$ cat config.mk
export PLATFORM = sky130hd
export DESIGN_NAME = bin2bcd_seq
export DESIGN_NICKNAME = d
export VERILOG_FILES = /design/src/rtl/bin2bcd_seq.sv
export SDC_FILE = /design/constraint.sdc
export NUM_CORES = 1
export LEC_CHECK = 0
export ABC_AREA = 1
export CAP_MARGIN = 15
export CORE_ASPECT_RATIO = 0.8
export CORE_MARGIN = 2
export CORE_UTILIZATION = 34
export DETAILED_ROUTE_END_ITERATION = 8
export PLACE_DENSITY_LB_ADDON = 0.15
export SYNTH_ARGS = -nofsm -noshare
export SYNTH_HDL_FRONTEND = slang
export SYNTH_SLANG_ARGS = --single-unit
$ cat constraint.sdc
create_clock -name clk -period 3.45 [get_ports clk]
set_input_delay 0.69 -clock clk [delete_from_list [all_inputs] [get_ports clk]]
set_output_delay 0.69 -clock clk [all_outputs]
set_load 0.005 [all_outputs]
$ cat src/rtl/bin2bcd_seq.sv
// Sequential binary-to-BCD converter (double-dabble, one bit per clock).
// Accepts a value over a valid/ready handshake and strobes out_valid when the packed BCD result is ready.
module bin2bcd_seq #(
    parameter int WIDTH  = 8,
    parameter int DIGITS = 3
) (
    input  logic                clk,
    input  logic                rst,
    input  logic                in_valid,
    input  logic [WIDTH-1:0]    bin,
    output logic                in_ready,
    output logic [4*DIGITS-1:0] bcd,
    output logic                out_valid,
    output logic                overflow
);
    localparam int BW = 4 * DIGITS;
    localparam int SW = BW + WIDTH;
    localparam int CW = $clog2(WIDTH + 1);

    typedef enum logic [1:0] {
        IDLE  = 2'd0,
        SHIFT = 2'd1,
        DONE  = 2'd2
    } state_t;

    state_t        state_reg, state_next;
    logic [SW-1:0] shift_reg;
    logic [SW-1:0] adjusted;
    logic [SW-1:0] shifted;
    logic [CW-1:0] bit_cnt_reg;
    logic          ovf_reg;
    logic          ovf_next;
    logic [BW-1:0] bcd_reg;
    logic          overflow_reg;
    logic          accept;
    logic          last_bit;

    assign accept   = (state_reg == IDLE) && in_valid;
    assign last_bit = (bit_cnt_reg == CW'(1));

    // Binary part passes through; each digit field is adjusted on its own, no carry between fields.
    assign adjusted[WIDTH-1:0] = shift_reg[WIDTH-1:0];
    generate
        for (genvar gi = 0; gi < DIGITS; gi++) begin : g_adj
            localparam int LO = WIDTH + 4 * gi;
            assign adjusted[LO +: 4] = (shift_reg[LO +: 4] >= 4'd5) ? (shift_reg[LO +: 4] + 4'd3)
                                                                     : shift_reg[LO +: 4];
        end
    endgenerate

    assign shifted  = {adjusted[SW-2:0], 1'b0};
    assign ovf_next = ovf_reg | adjusted[SW-1];

    always_ff @(posedge clk or negedge rst) begin
        if (!rst) begin
            state_reg <= IDLE;
        end else begin
            state_reg <= state_next;
        end
    end

    always_comb begin
        state_next = state_reg;
        case (state_reg)
            IDLE:    if (in_valid) state_next = SHIFT;
            SHIFT:   if (last_bit) state_next = DONE;
            DONE:    state_next = IDLE;
            default: state_next = IDLE;
        endcase
    end

    always_comb begin
        in_ready  = (state_reg == IDLE);
        out_valid = (state_reg == DONE);
    end

    always_ff @(posedge clk or negedge rst) begin
        if (!rst) begin
            shift_reg    <= '0;
            bit_cnt_reg  <= '0;
            ovf_reg      <= 1'b0;
            bcd_reg      <= '0;
            overflow_reg <= 1'b0;
        end else if (accept) begin
            shift_reg   <= {{BW{1'b0}}, bin};
            bit_cnt_reg <= CW'(WIDTH);
            ovf_reg     <= 1'b0;
        end else if (state_reg == SHIFT) begin
            shift_reg   <= shifted;
            bit_cnt_reg <= bit_cnt_reg - CW'(1);
            ovf_reg     <= ovf_next;
            // Publish the result on the final shift so it is already stable during the DONE strobe.
            if (last_bit) begin
                bcd_reg      <= shifted[SW-1:WIDTH];
                overflow_reg <= ovf_next;
            end
        end
    end

    assign bcd      = bcd_reg;
    assign overflow = overflow_reg;
endmodule
==> flow_summary.yaml <==
outcome:
  outcome: "finished, final reports clean"
clock_network:
  cts_buffer_depth: 2
  cts_tree: "yes"
  cts_setup_buffers: 0
  h-tree-depth: 2
  cts-root-buf: "clkbuf_8"
  ctsResizeCount: 0
  clock_latency_ps: 290
  cts_made_buffers: 5
  cts.clk_slew.worst_paths_ps: 80
  postCtsHoldBufs: 0
  clock_sinks: 40
synthesis:
  async_flop_share_pct: 100
  synth_top_area_share_pct: 51.1
  ys_types: 19
  ys_ff_latch: 40
  seq_area_frac_synth_pct: 51.1
  syn-instance-count: 231
  synth-main-ff-cell: "dfrtp_1"
  synth-edff-count: 0
  synthTopCellsByArea: "dfrtp_1 51%, nand2_1 16%, nand3_1 6.4%"
  syn_avg_cell_area_um2: 8.48
  synth_warnings: 0
  synth_area_mm2: 0.00196
  syn-num-nets: 250
  yosysTopAreaCell: "dfrtp_1"
finish:
  syn_to_final_growth_pct: 19.6
  drive_gt1_share_pct: 6.18
  largest_reg_flops: 20
  antenna_cells: 0
  postLayoutCoreUtil_pct: 42.6
  fin_cells: 337
  final_nets: 277
pwr:
  power.total_mw: 2.18
  switchingPower_mw: 0.904
  power.density_mw_per_mm2: 929
  power_frac_comb_pct: 46.8
  irDropWorstVdd_mv: 0.331
  pwr-share-clk_pct: 15.1
  power.internal_mw: 1.27
  power.leakage_nw: 1.16
  p_seq_share_pct: 38.0
  p_sw_share_pct: 41.6
setup_path:
  crit_start: "state_reg[0]"
  end_kind: "output port"
  critPathMaxFanout: 3
  required_ps: 2760
  endpoint: "in_ready"
  start_kind: "register"
  r2r_cells: 7
  cp_data_arrival_time_ps: 1420
  reg2reg_from: "bit_cnt_reg[1]"
  r2r-end: "bcd[0]"
  path_class: "reg -> out"
  regToRegSetupSlack_ps: 1850
floorplan:
  die_y_um: 71.9
  dieArea_mm2: 0.00639
  initial_core_util_pct: 35.6
  io_pins: 26
  chipWidth_um: 88.8
  placementRows: 24
  core-area_mm2: 0.00550
drt:
  firstDrtPassIters: 4
  wl_um: 4070
  drc: 0
  ant_nets: 0
  routedWlPerCell_um: 12.1
  drt_iter0_drc: 62
  vias_per_cell: 4.59
  vias: 1547
global_routing:
  overflow: 0
  grt_pass1_vias: 1525
  grt_max_degree: 41
  grt_pass1_wl_um: 7070
  antenna_found_initial: 0
  grt_usage_pct: 14.5
sta:
  timing.fmax_mhz: 475
  finalClockSkew_ps: 4.67
  fin_crit_sh_pct: 61.0
  tightestPinTransition_ps: 901
  setup_viol: 0
  final.setup.worst_slack_ps: 1340
  maxSlewViolCount: 0
  final_hold_viol_count: 0
  max_slew_margin_pct: 39.9
  fin_setup_tns_ps: 0
  fin_crit_ps: 2110
  rsz0062_at_grt: "false"
placement:
  place_ws_ps: 1580
  dp_cells: 329
  dpl.hpwl_um: 2790
  io_buffer_count: 25
  gp_congestion: 0.781
flow_run:
  cap_violations: 0
min_path:
  worstHoldPathType: "reg -> reg"
-- cells in the mapped netlist, types with 3 or more instances --
| cell type | instances |
|---|---|
| nand2_1 | 83 |
| dfrtp_1 | 40 |
| inv_1 | 25 |
| nand3_1 | 25 |
| o21ai_0 | 11 |
| o211ai_1 | 9 |
| ha_1 | 8 |
| a21oi_1 | 6 |
| inv_2 | 4 |
| o22ai_1 | 4 |
| buf_6 | 3 |
| nand2_4 | 3 |
-- stage by stage --
step	area (µm²)	hold slack, ps
floorplan	1960	394
global placement	2250	463
detailed placement	2250	461
CTS	2340	479
global route	2340	518
finish	2340	479
-- worst max-delay path, stage by stage (launching register included) --
cell and delay, ps:
dfrtp_1 430, nor2_2 180, clkdlybuf4s50_1 520
-- metal layers --
metal  GRT usage, %  vias up  wire length [µm]
met3           3.46        7               137
li1               -      793                 -
met2           22.1       24              1790
met1           19.8      723              2070
met5              0        -                 0
met4           6.06        0                70
-- worst min-delay path by stage --
stage                              start        endpoint  slack, ps  cells after the start
after floorplan                      rst          bcd[0]        390                      0
after global placement      shift_reg[0]    shift_reg[0]        460                      2
after detailed placement    shift_reg[0]    shift_reg[0]        460                      2
after CTS                   shift_reg[0]    shift_reg[0]        480                      2
after global routing              bcd[7]          bcd[7]        520                      2
final                     bit_cnt_reg[3]  bit_cnt_reg[3]        480                      1
-- layout by cell type (no fill, tap or decap), types with 3 or more instances in the layout --
master	n
inv_2	4
nand3_1	25
nand2_1	83
o211ai_1	9
o22ai_1	4
o21ai_0	11
dfrtp_1	40
nand2_4	3
a21oi_1	6
inv_1	25
ha_1	8
clkdlybuf4s50_1	24
clkbuf_8	6
-- cell type report --
type | count | area (µm²)
clock buffer | 8 | 90.1
fill | 576 | 3150
inverter | 29 | 109
multi-input combinational | 157 | 800
sequential | 40 | 1000
tap | 78 | 97.6
timing repair buffer | 25 | 245
-- logic make-up (layout without fill, tap and decap cells) --
family | Yosys count | in the layout | share of synthesized area (%)
AND/OR/NAND/NOR | 115 | 115 | 25.3
flip-flops | 40 | 40 | 51.1
buffers and inverters | 34 | 62 | 8.05
AO/OA/AOI/OAI | 33 | 33 | 9.97
adder cells (fa/ha/maj) | 8 | 8 | 5.11
XOR/XNOR | 1 | 1 | 0.447
-- power by group through the flow --
stage          logic (mW)  registers, mW  clock network, mW
2_1_floorplan       0.738          0.815                  0
3_3_place_gp         1.02          0.837                  0
3_5_place_dp         1.04          0.835                  0
4_1_cts              1.04          0.829              0.337
5_1_grt              1.19          0.857              0.364
6_report             1.02          0.827              0.329
(Power assumes the default switching activity.)
